## src/rtl/cond_unit_pkg.sv

```systemverilog
// Shared types and constants for the Execute-stage condition unit.
// Holds the ARM condition encoding, flag bit positions and the flag-merge helper.
package cond_unit_pkg;

    typedef enum logic [3:0] {
        EQ = 4'b0000,
        NE = 4'b0001,
        CS = 4'b0010,
        CC = 4'b0011,
        MI = 4'b0100,
        PL = 4'b0101,
        VS = 4'b0110,
        VC = 4'b0111,
        HI = 4'b1000,
        LS = 4'b1001,
        GE = 4'b1010,
        LT = 4'b1011,
        GT = 4'b1100,
        LE = 4'b1101,
        AL = 4'b1110,
        NV = 4'b1111
    } cond_t;

    localparam int FLAG_N = 3;
    localparam int FLAG_Z = 2;
    localparam int FLAG_C = 1;
    localparam int FLAG_V = 0;

    localparam int FW_NZ = 1;
    localparam int FW_CV = 0;

    // N,Z and C,V are written independently so that logical ops can keep the carry.
    function automatic logic [3:0] merge_flags(input logic [3:0] old_flags,
                                               input logic [3:0] alu_flags,
                                               input logic [1:0] flag_write);
        logic [3:0] res;
        res = old_flags;
        if (flag_write[FW_NZ]) begin
            res[FLAG_N] = alu_flags[FLAG_N];
            res[FLAG_Z] = alu_flags[FLAG_Z];
        end
        if (flag_write[FW_CV]) begin
            res[FLAG_C] = alu_flags[FLAG_C];
            res[FLAG_V] = alu_flags[FLAG_V];
        end
        return res;
    endfunction

endpackage

```

## src/rtl/cond_unit_cond_check.sv

```systemverilog
// Combinational ARM condition evaluator: condition code and {N,Z,C,V} in, pass out.
// Kept stateless so other conditional-execution logic can reuse it.
module cond_check
    import cond_unit_pkg::*;
(
    input  cond_t      cond,
    input  logic [3:0] flags,
    output logic       pass
);

    logic flag_n;
    logic flag_z;
    logic flag_c;
    logic flag_v;

    assign flag_n = flags[FLAG_N];
    assign flag_z = flags[FLAG_Z];
    assign flag_c = flags[FLAG_C];
    assign flag_v = flags[FLAG_V];

    always_comb begin
        pass = 1'b0;
        unique case (cond)
            EQ: pass = flag_z;
            NE: pass = ~flag_z;
            CS: pass = flag_c;
            CC: pass = ~flag_c;
            MI: pass = flag_n;
            PL: pass = ~flag_n;
            VS: pass = flag_v;
            VC: pass = ~flag_v;
            HI: pass = flag_c & ~flag_z;
            LS: pass = ~flag_c | flag_z;
            GE: pass = (flag_n == flag_v);
            LT: pass = (flag_n != flag_v);
            GT: pass = ~flag_z & (flag_n == flag_v);
            LE: pass = flag_z | (flag_n != flag_v);
            AL: pass = 1'b1;
            NV: pass = 1'b0;
        endcase
    end

endmodule

```

## src/rtl/cond_unit.sv

```systemverilog
// Execute-stage condition unit: architectural flag register, condition gating of
// write/PC controls into the Memory stage, and a saturating condition-fail counter.
module cond_unit
    import cond_unit_pkg::*;
#(
    parameter int CNT_W = 16
) (
    input  logic             clk,
    input  logic             reset,
    input  logic             ValidE,
    input  logic             StallE,
    input  logic [3:0]       CondE,
    input  logic [1:0]       FlagWriteE,
    input  logic [3:0]       ALUFlagsE,
    input  logic             RegWriteE,
    input  logic             MemWriteE,
    input  logic             PCSE,
    input  logic             BranchE,
    input  logic             FlushM,
    input  logic             CntClr,
    output logic             CondExE,
    output logic [3:0]       FlagsQ,
    output logic             RegWriteM,
    output logic             MemWriteM,
    output logic             PCSrcM,
    output logic [CNT_W-1:0] FailCount
);

    if (CNT_W < 4 || CNT_W > 32) begin : g_bad_cnt_w
        $error("cond_unit: CNT_W must be within 4..32");
    end

    localparam logic [CNT_W-1:0] CNT_ONE = {{(CNT_W-1){1'b0}}, 1'b1};
    localparam logic [CNT_W-1:0] CNT_MAX = {CNT_W{1'b1}};

    cond_t            cond_e;
    logic             cond_pass;
    logic             consume_e;
    logic             take_e;
    logic             fail_e;

    logic [3:0]       flags_q;
    logic [3:0]       flags_d;
    logic             reg_write_m_q;
    logic             reg_write_m_d;
    logic             mem_write_m_q;
    logic             mem_write_m_d;
    logic             pc_src_m_q;
    logic             pc_src_m_d;
    logic [CNT_W-1:0] fail_cnt_q;
    logic [CNT_W-1:0] fail_cnt_d;

    assign cond_e = cond_t'(CondE);

    // Evaluated against the registered flags only; no forwarding from ALUFlagsE.
    cond_check u_cond_check (
        .cond  (cond_e),
        .flags (flags_q),
        .pass  (cond_pass)
    );

    assign consume_e = ValidE & ~StallE;
    assign take_e    = consume_e & cond_pass;
    assign fail_e    = consume_e & ~cond_pass;

    always_comb begin
        flags_d = flags_q;
        if (take_e) begin
            flags_d = merge_flags(flags_q, ALUFlagsE, FlagWriteE);
        end
    end

    // Flush wins over everything; a non-taken instruction becomes a bubble in M.
    always_comb begin
        reg_write_m_d = 1'b0;
        mem_write_m_d = 1'b0;
        pc_src_m_d    = 1'b0;
        if (!FlushM && take_e) begin
            reg_write_m_d = RegWriteE;
            mem_write_m_d = MemWriteE;
            pc_src_m_d    = PCSE | BranchE;
        end
    end

    always_comb begin
        fail_cnt_d = fail_cnt_q;
        if (CntClr) begin
            fail_cnt_d = '0;
        end else if (fail_e && (fail_cnt_q != CNT_MAX)) begin
            fail_cnt_d = fail_cnt_q + CNT_ONE;
        end
    end

    always_ff @(posedge clk or posedge reset) begin
        if (reset) begin
            flags_q       <= 4'b0000;
            reg_write_m_q <= 1'b0;
            mem_write_m_q <= 1'b0;
            pc_src_m_q    <= 1'b0;
            fail_cnt_q    <= '0;
        end else begin
            flags_q       <= flags_d;
            reg_write_m_q <= reg_write_m_d;
            mem_write_m_q <= mem_write_m_d;
            pc_src_m_q    <= pc_src_m_d;
            fail_cnt_q    <= fail_cnt_d;
        end
    end

    assign CondExE   = cond_pass;
    assign FlagsQ    = flags_q;
    assign RegWriteM = reg_write_m_q;
    assign MemWriteM = mem_write_m_q;
    assign PCSrcM    = pc_src_m_q;
    assign FailCount = fail_cnt_q;

endmodule

```

## config.mk

```make
export PLATFORM = sky130hd
export DESIGN_NAME = cond_unit
export DESIGN_NICKNAME = d
export VERILOG_FILES = /design/src/rtl/cond_unit_pkg.sv /design/src/rtl/cond_unit_cond_check.sv /design/src/rtl/cond_unit.sv
export SDC_FILE = /design/constraint.sdc
export NUM_CORES = 1
export LEC_CHECK = 0
export ABC_CLOCK_PERIOD_IN_PS = 7350
export BUFFER_PORTS_ARGS = -buffer_cell sky130_fd_sc_hd__buf_2
export CORE_MARGIN = 4
export CORE_UTILIZATION = 54
export CTS_CLUSTER_DIAMETER = 60
export DETAILED_ROUTE_END_ITERATION = 10
export PLACE_DENSITY = 0.89
export SKIP_CTS_REPAIR_TIMING = 1
export SYNTH_ARGS = -nofsm -noshare
export SYNTH_HDL_FRONTEND = slang
export SYNTH_HIERARCHICAL = 1
export SYNTH_SLANG_ARGS = --single-unit
```

## constraint.sdc

```tcl
create_clock -name clk -period 7.35 [get_ports clk]
set_clock_uncertainty 0.05 [all_clocks]
set_input_delay 1.47 -clock clk [delete_from_list [all_inputs] [get_ports clk]]
set_output_delay 1.47 -clock clk [all_outputs]
set_load 0.01 [all_outputs]
```

======== Word-level counts from Yosys, hierarchy flattened ========
Cells that the tools add are included.
storage, ports and cells
  bits of input ports ..................... 20
  bits in registers ....................... 23
operators by class
  mux-type cells .......................... 6
  reductions and logical operators ........ 7
  bitwise logic cells ..................... 14
  add/subtract/negate cells ............... 1
  eq/ne operators ......................... 18
operators with widths
  operator                 count
  $eq A4 B4 Y1 const B     8
  $mux W16                 2
  $add A16 B1 Y16 const B  1
  $eq A4 B3 Y1 const B     4
  $ne A16 B16 Y1 const B   1
  $pmux W1 S16             1
  $eq A4 B2 Y1 const B     2
  $not A1 Y1               6
  $and A1 B1 Y1            5
  $eq A4 B1 Y1 const B     1
  $logic_not A4 Y1         1
  $reduce_and A2 Y1        2
  $mux W1                  3
  $or A1 B1 Y1             3
  $logic_and A1 B1 Y1      2
  $reduce_bool A2 Y1       1
  $eq A1 B1 Y1             1
  $logic_not A1 Y1         1
  $ne A1 B1 Y1             1

======== Longest topological paths before layout ========
  depth in word-level cells ............... 8
  depth in mapped cells ................... 11

======== Cells and area by module ========
Netlist, hierarchy kept.
modules (own cells, without submodules)
  module      sequential area each (µm²)  cells each  times used  area each (µm²)
  cond_unit   575.6                       119         1           1197.4
  cond_check  0.0                         23          1           155.1

======== Worst setup path before layout ========
No wires, ideal clock.
  kind .................................... input port to output port
  start point ............................. input CondE[0]
  end point ............................... output CondExE
  arrival ................................. 2.559 ns
  setup slack ............................. 3.271 ns
  cell stages on the path ................. 6
  cells stage by stage .................... buf_4 > nor2_1 > a211oi_1 > a2111oi_1 > a311oi_1 > o22ai_1
on the way
  cells in the longest elaborated chain, start to end .. 2
  elaborated cells on any way between the ends .. 17
ends and longest elaborated chain
  what                                        line                        text
  from (decl)                                 cond_unit.sv:12             input logic [3:0] CondE,
  $eq A4 B4 Y1, or another cell as far along  cond_unit_cond_check.sv:23  unique case (cond)
  $pmux W1 S16 (*)                            cond_unit_cond_check.sv:23
  to (decl)                                   cond_unit.sv:21             output logic CondExE,
Every way passes the cells marked *; elsewhere a longest branch is shown, timed or not.

======== Final worst setup path ========
Same ends and word-level chain as after synthesis.

==> flow_summary.ini <==
[status]
outcome = finished, final reports clean

[timing]
slew_headroom_pct = 41.51
period_share_pct = 60.97
hold_viol = 0
worst_pin_slew_ns = 0.8763
fin_tns_setup_ns = 0
drv_slew = 0
rsz0062_at_grt = no
fmax_mhz = 223.1
setup_viol = 0
layout_min_cycle_time_ns = 4.482

[placement]
gp_congestion = 0.9057
hpwl_um = 2736
placement.io_buffers = 43

[critical_path]
path_cells = buf_2 -> nor2_1 -> a211oi_1 -> a2111oi_1 -> a311oi_1 -> o22ai_1 -> buf_2
cp_data_arrival_time_ns = 2.96
crit_type = in2out
worstRegToRegCells = 9
path_common_cell = buf_2
worstPathMaxFanout = 8
slowest_stage = a2111oi_1
r2r_start = FlagsQ[3]
start_kind = input port
rrSetupSlack_ns = 4.25
worst_path_largest_cell_delay_ns = 0.45
cp-end-kind = primary output
required_ns = 5.83
timing.rr.end = FailCount[13]

[floorplanning]
die_w_um = 58.05
rows = 17
core-area_sq_um = 2297
die-area_sq_um = 3369
io_pins = 44
initial_utilization_pct = 58.88
dieHeight_um = 58.05

[drt]
drtIter0Drc = 85
ant_nets = 0
wl_per_cell_um = 17.24
wl_um = 3637
drc = 0
dr.pass1.iters = 4
vias = 1398
avgViaCountPerCell = 6.626

[worst_hold_path]
hold_path_class = reg2reg
min_to = FailCount[9]
hp-start = FailCount[9]
whs_path_depth = 1

[layout]
final_nets = 205
drive_gt1_share_pct = 32.79
syn2layout_area_growth_pct = 18.87
antenna_cells = 0
final_core_util_pct = 69.99

[clock_tree]
htree_num_levels = 1
tritoncts = done
clk_latency_ns = 0.32
cts-root-buf = clkbuf_4
cts_buffers = 3
cts.reportedPaths.clkPinSlew_ns = 0.13
clock_path_buffers = 2
cts_num_sinks = 23

[yosys]
ys_top_cells_by_count = dfrtp_1, a21oi_1, nand2_1, o21ai_0, or4_1
yosys.area.top_type = dfrtp_1
syn_nets = 163
ys_types = 43
synth_area_leaders = dfrtp_1, a21oi_1, mux2_2, or4_1, o31ai_1
ys_ff_latch = 23
synth-main-ff-cell = dfrtp_1
syn_avg_cell_area_sq_um = 9.525
syn_inst = 142
yosys.area.top_type_share_pct = 42.55
ys_async_sr_fraction_pct = 100.0
netlist_area_sq_um = 1353
yosysMostFrequentCell = dfrtp_1
yosys_warnings = 6
synth_enable_flop_cells = 0
yosysSeqAreaShare_pct = 42.55

[pwr]
leakagePower_uw = 0.0007301
ir_drop_mv = 0.1314
powerDensity_nw_per_um2 = 193.5

[grt]
overflow = 0
gr-usage-all-layers_pct = 22.90
grt_pass1_wl_um = 6127
antenna_found_initial = 0
grt_max_degree = 24
grt_pass1_vias = 1385

[run]
max_cap_viol_count = 0
==> worst max-delay path: cells and delay by family <==
kind / cells / cell delay [ns]
AOI/OAI and AO/OA: 4 / 0.97
and+or+nand+nor: 1 / 0.17
buffers and inverters: 2 / 0.35
==> metal layers <==
metal  vias up  track usage [%]  part of all wire [%]
met1       697            27.89                    38
met2        63            40.81                    53
met4         0            8.278                   1.5
met3         9            3.341                   7.5
li1        629                -                     -
met5         -                0                     0
==> cell type report <==
cell class / instances / area [sq um]
multi-input combinational: 108 / 733.2
fill: 184 / 689.4
sequential: 23 / 575.6
timing repair buffer: 44 / 222.7
tap: 28 / 35.03
clock buffer: 4 / 26.28
inverter: 4 / 15.01
==> kinds of logic (layout without fill, tap and decap cells) <==
family          after synthesis  count (layout)  share of synthesized area (%)
buf+inv                      11              52                          3.699
simple gates                 56              56                          25.62
xor+xnor                      4               4                          2.591
fa+ha+maj                     1               1                         0.9249
compound gates               41              41                          19.71
mux                           6               6                          4.903
flops                        23              23                          42.55
==> cell usage in the layout, fill, tap and decap left out, drive strengths merged, types with 4 or more instances in the layout <==
cell type,count
dfrtp,23
a21oi,14
or4,7
mux2,5
nand4,7
inv,4
clkbuf,4
o21ai,8
nor2,4
buf,44
or3,6
o31ai,6
nand2,9
nand3,5
==> power breakdown <==
group          leakage, uW  internal, uW  switching [uW]
Combinational     0.000403          42.4            53.5
Sequential        0.000313           139            16.4
Clock            0.0000150          21.2            38.7
==> how the worst max path moves through the flow <==
| stage | from | end | slack [ns] | cells past startpoint |
|---|---|---|---|---|
| global route | CondE[0] | CondExE | 2.80 | 7 |
| floorplan | CondE[0] | CondExE | 3.27 | 6 |
| CTS | CondE[0] | CondExE | 2.93 | 7 |
| global placement | CondE[0] | CondExE | 3.14 | 7 |
| detailed placement | CondE[0] | CondExE | 2.93 | 7 |
| finish | CondE[0] | CondExE | 2.87 | 7 |
==> flip-flops by register name, summed over array words and instances, names as in the netlist <==
register and count:
MemWriteM 1, FailCount 16, RegWriteM 1, FlagsQ 4, PCSrcM 1
==> stage by stage <==
step | hold slack, ns | power [uW] | area [sq um] | instances | setup WS, ns
after CTS | 0.5056 | 309.5 | 1608 | 211 | 2.930
after global routing | 0.5471 | 328.5 | 1608 | 211 | 2.804
after detailed placement | 0.4859 | 252.8 | 1582 | 207 | 2.934
after floorplan | 0.5171 | 216.3 | 1353 | 142 | 3.271
after global placement | 0.4821 | 243.4 | 1582 | 207 | 3.135
final | 0.5132 | 311.1 | 1608 | 211 | 2.868
No activity file was read; power rests on OpenSTA's default activity.
